<file path="src/rtl/sysid_read_arbiter.sv">
// Round-robin arbiter sharing one system-ID slave (ID / build timestamp) among
// several requesters, with one read outstanding at a time.
module sysid_read_arbiter #(
  parameter int NUM_REQ      = 4,
  parameter int READ_LATENCY = 0,
  parameter int DATA_W       = 32
) (
  input  logic                clock,
  input  logic                reset,
  input  logic [NUM_REQ-1:0]  req_valid,
  input  logic [NUM_REQ-1:0]  req_address,
  output logic [NUM_REQ-1:0]  req_ready,
  output logic [NUM_REQ-1:0]  rsp_valid,
  output logic [DATA_W-1:0]   rsp_readdata,
  output logic                busy,
  output logic                slv_address,
  output logic                slv_read,
  input  logic [DATA_W-1:0]   slv_readdata
);

  localparam int IDX_W = (NUM_REQ > 1) ? $clog2(NUM_REQ) : 1;
  localparam logic [IDX_W-1:0] LAST_IDX = IDX_W'(NUM_REQ - 1);
  localparam logic [1:0]       CNT_INIT = 2'(READ_LATENCY);

  typedef enum logic [1:0] {
    IDLE = 2'd0,
    XFER = 2'd1,
    RESP = 2'd2
  } state_t;

  state_t           state_r;
  state_t           state_s;
  logic [1:0]       cnt_r;
  logic [1:0]       cnt_s;
  logic [IDX_W-1:0] last_grant_r;
  logic [IDX_W-1:0] winner_r;
  logic             addr_r;
  logic [IDX_W-1:0] pick_s;
  logic [IDX_W-1:0] cand_s;
  logic             found_s;
  logic             accept_s;
  logic             capture_s;

  // Round-robin search upward from the requester after the last grant.
  always_comb begin
    found_s = 1'b0;
    pick_s  = last_grant_r;
    cand_s  = last_grant_r;
    for (int k = 1; k <= NUM_REQ; k++) begin
      cand_s = IDX_W'((int'(last_grant_r) + k) % NUM_REQ);
      if (!found_s && req_valid[cand_s]) begin
        found_s = 1'b1;
        pick_s  = cand_s;
      end else begin
        found_s = found_s;
      end
    end
  end

  // Next-state logic: accept in IDLE, count out the slave latency in XFER.
  always_comb begin
    state_s   = state_r;
    cnt_s     = cnt_r;
    accept_s  = 1'b0;
    capture_s = 1'b0;
    case (state_r)
      IDLE: begin
        if (found_s) begin
          accept_s = 1'b1;
          cnt_s    = CNT_INIT;
          state_s  = XFER;
        end else begin
          state_s  = IDLE;
        end
      end
      XFER: begin
        if (cnt_r == 2'd0) begin
          capture_s = 1'b1;
          state_s   = RESP;
        end else begin
          cnt_s     = cnt_r - 2'd1;
        end
      end
      RESP:    state_s = IDLE;
      default: state_s = IDLE;
    endcase
  end

  // Output decode; reset gates the combinational accept path immediately.
  always_comb begin
    req_ready   = {NUM_REQ{1'b0}};
    rsp_valid   = {NUM_REQ{1'b0}};
    slv_read    = (state_r == XFER);
    busy        = !reset && (accept_s || (state_r != IDLE));
    if (state_r == XFER) begin
      slv_address = addr_r;
    end else begin
      slv_address = 1'b0;
    end
    if (accept_s && !reset) begin
      req_ready[pick_s] = 1'b1;
    end else begin
      req_ready = {NUM_REQ{1'b0}};
    end
    if (state_r == RESP) begin
      rsp_valid[winner_r] = 1'b1;
    end else begin
      rsp_valid = {NUM_REQ{1'b0}};
    end
  end

  // State, grant bookkeeping and read-data capture.
  always_ff @(posedge clock or posedge reset) begin
    if (reset) begin
      state_r      <= IDLE;
      cnt_r        <= 2'd0;
      last_grant_r <= LAST_IDX;
      winner_r     <= {IDX_W{1'b0}};
      addr_r       <= 1'b0;
      rsp_readdata <= {DATA_W{1'b0}};
    end else begin
      state_r <= state_s;
      cnt_r   <= cnt_s;
      if (accept_s) begin
        winner_r     <= pick_s;
        addr_r       <= req_address[pick_s];
        last_grant_r <= pick_s;
      end
      if (capture_s) begin
        rsp_readdata <= slv_readdata;
      end
    end
  end

endmodule
</file>
<file path="config.mk">
export PLATFORM = sky130hd
export DESIGN_NAME = sysid_read_arbiter
export DESIGN_NICKNAME = d
export VERILOG_FILES = /design/src/rtl/sysid_read_arbiter.sv
export SDC_FILE = /design/constraint.sdc
export NUM_CORES = 1
export LEC_CHECK = 0
export ABC_CLOCK_PERIOD_IN_PS = 4800
export CELL_PAD_IN_SITES_DETAIL_PLACEMENT = 1
export CELL_PAD_IN_SITES_GLOBAL_PLACEMENT = 2
export CORE_MARGIN = 3
export CORE_UTILIZATION = 27
export DETAILED_ROUTE_END_ITERATION = 7
export PLACE_DENSITY = 0.88
export SETUP_SLACK_MARGIN = 0.15
export SLEW_MARGIN = 0
export SYNTH_ARGS = -nofsm -noshare
export SYNTH_HDL_FRONTEND = slang
export SYNTH_SLANG_ARGS = --single-unit
</file>
<file path="constraint.sdc">
create_clock -name clock -period 4.8 [get_ports clock]
set_clock_uncertainty 0.2 [all_clocks]
set_input_delay 1.44 -clock clock [delete_from_list [all_inputs] [get_ports clock]]
set_output_delay 1.44 -clock clock [all_outputs]
set_load 0.02 [all_outputs]
</file>
==> impl_summary.txt, run 1 <==
----------------------------------------------------
[Status]
  Run status ... complete, no violations

[Logic synthesis]
  Synth top area share ... 0.5544
  Mapped cell area ... 1760 um2
  Count of cell types in the netlist ... 28
  Primary flip-flop cell chosen by synthesis mapping ... sky130_fd_sc_hd__dfrtp_1
  Flip-flop and latch count after synthesis ... 41
  Net count after synthesis ... 176
  Cells taking the most area after synthesis ... sky130_fd_sc_hd__dfrtp_1, sky130_fd_sc_hd__mux2_2, sky130_fd_sc_hd__dfstp_2
  Count of yosys warnings during synthesis ... 0
  Post-synth ARST share ... 1.000
  Most repeated cell in the gate-level netlist after synthesis ... sky130_fd_sc_hd__dfrtp_1
  Average cell area after synthesis ... 13.24 um2
  Post-synthesis sequential area ratio ... 0.5842
  EDFF count, synth ... 0
  Cell accounting for the most synthesized area ... sky130_fd_sc_hd__dfrtp_1
  Synthesized instance count ... 133
  Leading cell types by count after synthesis ... sky130_fd_sc_hd__dfrtp_1, sky130_fd_sc_hd__mux2_2, sky130_fd_sc_hd__nand2_1

[Worst setup path]
  Crit end category ... primary output
  Maximum fanout encountered on the critical timing path ... 4
  Endpoint arrival time on the critical path ... 2.95 ns
  Max incr delay on CP ... 0.49 ns
  Ordered list of cells on the worst path ... clkdlybuf4s50_1 > buf_4 > o21ai_1 > a221oi_4 > nor3b_2 > clkdlybuf4s15_2
  Cell depth of the worst flop-to-flop path ... 7
  Worst path required time ... 3.16 ns
  Element type at the critical path start ... input pin
  Setup CP Type ... input pin to primary output
  R2R setup slack ... 2.50 ns
  RR Startpoint ... last_grant_r[0]$_DFFE_PP1N_
  Slowest stage cell on the critical path ... sky130_fd_sc_hd__clkdlybuf4s50_1
  Endpoint of the lowest-slack register-to-register path ... addr_r$_DFFE_PP0N_

[Clocking]
  Deepest level of the CTS H-tree ... 2
  Clock transition at the registers of the reported paths ... 0.08 ns
  Number of buffers added to fix hold violations after cts ... 0
  CTS tree ... built
  Clk Latency, worst-skew pair ... 0.28 ns
  Clock Path Buffers ... 2
  Clock sink count ... 41
  Number of buffers added by the clock tree synthesis step ... 5
  Clock root buffer master ... sky130_fd_sc_hd__clkbuf_8

[Worst hold path]
  Worst min-delay path startpoint ... rsp_readdata[5]$_DFFE_PP0P_
  Hold-critical path endpoint ... rsp_readdata[5]$_DFFE_PP0P_
  Type of the worst min-delay path ... flip-flop to flip-flop
  Hold Path Cell Cnt ... 1

[Final layout]
  Number of fill cells ... 664
  Area growth syn-to-layout ... 63.18%
  Area of all sequential standard cells ... 1028 um2
  Number of nets in the final layout ... 277
  Total area of multi-input combinational cells ... 721.9 um2
  Share of the core filled with cells in the final layout ... 0.4686
  Number of diodes added for antenna fixing ... 0
  Post-Layout Inst Area ... 2873 um2
  Proportion of layout cells with a drive suffix above 1 ... 0.2851

[Floorplanning]
  Initial standard-cell utilization of the core ... 0.2871
  Core region area ... 6131 um2
  Row Count ... 28
  Number of placed I/O pins ... 85
  Height of the chip ... 86.75 um
  Horizontal extent of the die ... 86.75 um
  Die outline area ... 7525 um2

[Pwr]
  P_int ... 1.202 mW
  Total chip power ... 1.911 mW
  Worst voltage drop across the vdd grid ... 0.2671 mV
  Sequential group share of total power ... 0.328
  Net switching power ... 0.7085 mW
  Switching share of power ... 0.3708
  Power density over the cells ... 665.1 nW/um2
  Combinational power share ... 0.556
  Lkg Pwr ... 1.224 nW
  Part of the power in the clock network ... 0.117

[Timing]
  Relative slew margins ... 0.6352
  Final setup fails ... 0
  Transition at the pin with the smallest max-transition slack ... 0.5473 ns
  Final Hold Vio Count ... 0
  Least setup slack across all paths after layout ... 0.2144 ns
  RSZ-0062 raised after global routing ... true
  Final Critical Period ... 4.586 ns
  Final Slew Violations ... 0
  Highest achievable clock rate ... 218.1 MHz
  Final-layout setup total negative slack ... 0 ns
  Period utilisation layout ... 0.9553

[Place]
  Pre-CTS setup slack ... -0.3058 ns
  Placed inst area ... 2763 um2
  Half-perimeter wire length of the detailed placement result ... 3553 um
  Final weighted congestion in routability-driven placement ... 0.7848
  Port bufs ... 84

[Detailed routing]
  Total iterations of the first detailed-routing run ... 4
  Final antenna-violating net count ... 0
  Routed len/inst ... 15.55 um
  Total Wirelength ... 4819 um
  Vias post-DR ... 1402
  Avg Vias per Cell ... 4.523
  DRC ... 0
  Starting DRT DRC Count ... 38

[Global route]
  First-pass GRT wire length ... 7576 um
  Initial antenna violation count ... 0
  Maximum number of pins on one net before global-route repair ... 42
  Vias in the first global route ... 1563
  Gr usage total ... 0.1296
  Overflow after GRT ... 0

[Job]
  Count of maximum capacitance violations ... 0

----------------------------------------------------
worst max-delay path by stage:
| stage | startpoint | to | depth (start not counted) |
|---|---|---|---|
| 6_report | req_valid[0] | req_ready[0] | 6 |
| 5_1_grt | req_valid[0] | req_ready[0] | 6 |
| 2_1_floorplan | reset | req_ready[2] | 2 |
| 3_3_place_gp | req_valid[1] | req_ready[0] | 6 |
| 4_1_cts | req_valid[0] | req_ready[0] | 6 |
| 3_5_place_dp | req_valid[1] | req_ready[0] | 6 |
layer usage:
metal / GRT usage / part of all wire / vias up
met5: 0 / 0 / -
met3: 0.05133 / 0.089 / 4
met4: 0.03824 / 0.0058 / 0
li1: - / - / 667
met1: 0.1582 / 0.43 / 678
met2: 0.2114 / 0.47 / 53
cells by family (layout without fill, tap and decap cells):
logic type / after synthesis / count (layout) / share of synthesized area
simple gates: 34 / 34 / 0.1031
mux: 34 / 34 / 0.2175
compound gates: 15 / 15 / 0.06894
fa+ha+maj: 1 / 1 / 0.007106
buf+inv: 8 / 110 / 0.01919
flops: 41 / 41 / 0.5842
metrics by stage:
step	instances	hold WS [ns]
after detailed placement	300	0.2905
after floorplan	133	0.2595
after global placement	300	0.2823
after CTS	310	0.3115
final	310	0.3048
after global routing	310	0.3217
flip-flops by register name (all words and copies together), names as in the netlist:
name,count
rsp_readdata,32
cnt_r,2
last_grant_r,2
state_r,2
winner_r,2
addr_r,1
placed cells by master, fill, tap and decap left out, drive strengths merged, types with 2 or more instances in the layout:
cell type       n
o21a            2
buf            16
dlygate4sd2     3
clkinv          3
dfstp           2
and3            3
a21oi           3
nor2            5
nand2b          2
nand3           4
a21o            2
nor3b           3
mux2           34
clkdlybuf4s50  76
clkbuf          5
nand2           8
dfrtp          39
nor3            2
o21ai           3
nor2b           4
inv             4
power groups by stage:
stage	Combinational [mW]	Sequential, mW	Clock, mW
2_1_floorplan	0.401	0.792	0
6_report	1.06	0.626	0.223
4_1_cts	1.08	0.628	0.239
3_5_place_dp	1.06	0.632	0
5_1_grt	1.14	0.651	0.249
3_3_place_gp	1.04	0.623	0
final cells by class:
cell class | instances | area share
flip-flops and latches | 41 | 0.3580
repair buffers | 97 | 0.3214
multi-input cells | 84 | 0.2513
well taps | 75 | 0.03267
clock buffers | 5 | 0.02395
inverters | 5 | 0.006533
clock inverters | 3 | 0.006098
repair_timing:
item                                    4_1_cts  5_1_grt
buffers inserted                              2        0
hold endpoints to repair                      0        0
pin swaps                                     2        2
endpoints found under the setup margin        5        5
resized for setup                            24        3
gates cloned                                  0        0
worst max-delay path, delay by kind of cell:
family / cells / cell delay (ns)
buffers and inverters: 3 / 0.90
and+or+nand+nor: 1 / 0.21
AOI/OAI and AO/OA: 2 / 0.39
Power figures use the tool's default switching activity.
==> run 2, diff against run 1 <==
--- a/config.mk
+++ b/config.mk
@@ -8,7 +8,7 @@
 export ABC_CLOCK_PERIOD_IN_PS = 4800
 export CELL_PAD_IN_SITES_DETAIL_PLACEMENT = 1
 export CELL_PAD_IN_SITES_GLOBAL_PLACEMENT = 2
-export CORE_MARGIN = 3
+export CORE_MARGIN = 5
 export CORE_UTILIZATION = 27
 export DETAILED_ROUTE_END_ITERATION = 7
 export PLACE_DENSITY = 0.88
==> run 2 against run 1 <==
Utilization shrank 1.7 points; global-route usage down 1.8 points; sequential power about the same; routed wire length shrank 4.7%; combinational power about the same; via count grew 1.9%; final cell count is the same; maximum frequency about the same; first-iteration DRC count fell by 7.9%; worst hold slack barely moved; largest cell class unchanged.
==> impl_summary.txt, run 2 (synthesized netlist as in run 1, its figures left out) <==
----------------------------------------------------
[Status]
  Run status ... complete, no violations

[Detailed routing]
  DRC ... 0
  Total Wirelength ... 4592 um
  Total iterations of the first detailed-routing run ... 4
  Avg Vias per Cell ... 4.606
  Vias post-DR ... 1428
  Final antenna-violating net count ... 0
  Routed len/inst ... 14.81 um
  Starting DRT DRC Count ... 35

[Worst setup path]
  Worst path required time ... 3.16 ns
  R2R setup slack ... 2.55 ns
  Endpoint arrival time on the critical path ... 2.95 ns
  Endpoint of the lowest-slack register-to-register path ... addr_r$_DFFE_PP0N_
  RR Startpoint ... last_grant_r[0]$_DFFE_PP1N_
  Maximum fanout encountered on the critical timing path ... 4
  Cell depth of the worst flop-to-flop path ... 6
  Setup CP Type ... input pin to primary output
  Crit end category ... primary output
  Element type at the critical path start ... input pin

[Clocking]
  Clock sink count ... 41
  Number of buffers added by the clock tree synthesis step ... 5
  Clock Path Buffers ... 2
  Clk Latency, worst-skew pair ... 0.28 ns
  CTS tree ... built
  Deepest level of the CTS H-tree ... 2
  Clock transition at the registers of the reported paths ... 0.07 ns
  Clock root buffer master ... sky130_fd_sc_hd__clkbuf_8

[Final layout]
  Proportion of layout cells with a drive suffix above 1 ... 0.2747
  Most common library cell in the layout ignoring fill and taps ... sky130_fd_sc_hd__clkdlybuf4s50_1
  Register containing the most flip-flops in the final layout ... rsp_readdata
  Number of nets in the final layout ... 275
  Share of the core filled with cells in the final layout ... 0.4520
  Flip-flop count of the largest register after layout ... 32
  Commonest cells after routing, fill and taps aside ... sky130_fd_sc_hd__clkdlybuf4s50_1, sky130_fd_sc_hd__dfrtp_1, sky130_fd_sc_hd__mux2_2
  Area growth syn-to-layout ... 63.04%
  Number of diodes added for antenna fixing ... 0

[Floorplanning]
  Initial standard-cell utilization of the core ... 0.2772
  Row Count ... 29
  Die outline area ... 8235 um2
  Core region area ... 6350 um2
  Horizontal extent of the die ... 90.75 um
  Height of the chip ... 90.75 um
  Number of placed I/O pins ... 85

[Worst hold path]
  Hold-critical path endpoint ... rsp_readdata[21]$_DFFE_PP0P_
  Worst min-delay path startpoint ... rsp_readdata[21]$_DFFE_PP0P_
  Hold Path Cell Cnt ... 1
  Type of the worst min-delay path ... flip-flop to flip-flop

[Place]
  Pre-CTS setup slack ... -0.2708 ns
  Port bufs ... 84
  Final weighted congestion in routability-driven placement ... 0.7990
  Half-perimeter wire length of the detailed placement result ... 3559 um

[Pwr]
  Total chip power ... 1.896 mW
  Lkg Pwr ... 1.220 nW
  Worst voltage drop across the vdd grid ... 0.3111 mV
  Power density over the cells ... 660.6 nW/um2

[Timing]
  Transition at the pin with the smallest max-transition slack ... 0.5245 ns
  RSZ-0062 raised after global routing ... true
  Final Critical Period ... 4.588 ns
  Worst hold margin ... 0.3050 ns
  Final setup fails ... 0
  Final Hold Vio Count ... 0
  Final-layout setup total negative slack ... 0 ns
  Least setup slack across all paths after layout ... 0.2120 ns
  Final Slew Violations ... 0
  Highest achievable clock rate ... 218.0 MHz
  Relative slew margins ... 0.6503
  Period utilisation layout ... 0.9558

[Global route]
  Maximum number of pins on one net before global-route repair ... 42
  Initial antenna violation count ... 0
  Vias in the first global route ... 1532
  First-pass GRT wire length ... 7493 um
  Gr usage total ... 0.1119
  Overflow after GRT ... 0

[Job]
  Count of maximum capacitance violations ... 0

----------------------------------------------------
[run 2: cell types whose count changed in the layout (fill, tap and decap cells not counted), sizes merged]
cell and delta:
buf -2, clkdlybuf4s50 +1, inv +1, clkbuf +3, dlygate4sd2 -1, clkinvlp -1, clkinv -3
[run 2: worst max path at each step]
stage,from,slack (ns),endpoint
finish,req_valid[0],0.21,req_ready[3]
global route,req_valid[0],0.13,req_ready[3]
CTS,req_valid[2],0.12,req_ready[3]
detailed placement,req_valid[3],-0.27,req_ready[3]
global placement,req_valid[1],-0.23,req_ready[3]
floorplan,reset,0.44,req_ready[2]
[run 2: report_power, final]
| group | internal (mW) | leakage [nW] | total [mW] | switching (mW) |
|---|---|---|---|---|
| Combinational | 0.567 | 0.692 | 1.04 | 0.478 |
| Sequential | 0.524 | 0.482 | 0.624 | 0.0999 |
| Clock | 0.117 | 0.0455 | 0.227 | 0.110 |
[run 2: through the flow]
step | cells | area [um2]
detailed placement | 301 | 2758
global placement | 301 | 2758
finish | 310 | 2870
CTS | 310 | 2856
floorplan | 133 | 1760
global route | 310 | 2870
[run 2: layout make-up]
cell class / instances / area, um2
multi-input combinational: 84 / 723.2
fill: 667 / 3480
sequential: 41 / 1028
clock buffer: 8 / 90.09
tap: 77 / 96.34
inverter: 5 / 18.77
timing repair buffer: 95 / 913.4
[run 2: layer usage]
layer	global-route usage	wire length (um)
met2	0.1877	2269
met4	0.02978	50
met5	0	0
met1	0.1221	1766
met3	0.06083	506
[run 2: worst max-delay path, stage by stage]
cell and delay (ns):
sky130_fd_sc_hd__clkdlybuf4s50_1 0.49, sky130_fd_sc_hd__buf_4 0.14, sky130_fd_sc_hd__o21ai_1 0.10, sky130_fd_sc_hd__a221oi_4 0.32, sky130_fd_sc_hd__buf_6 0.16, sky130_fd_sc_hd__nor3b_2 0.04
sky130_fd_sc_hd__clkdlybuf4s15_2 0.25
[run 2: timing repair]
item                       4_1_cts  5_1_grt
resized for setup               21        6
hold buffers                     0        0
pin swaps                        1        3
setup buffers                    1        0
setup endpoints to repair        5        4
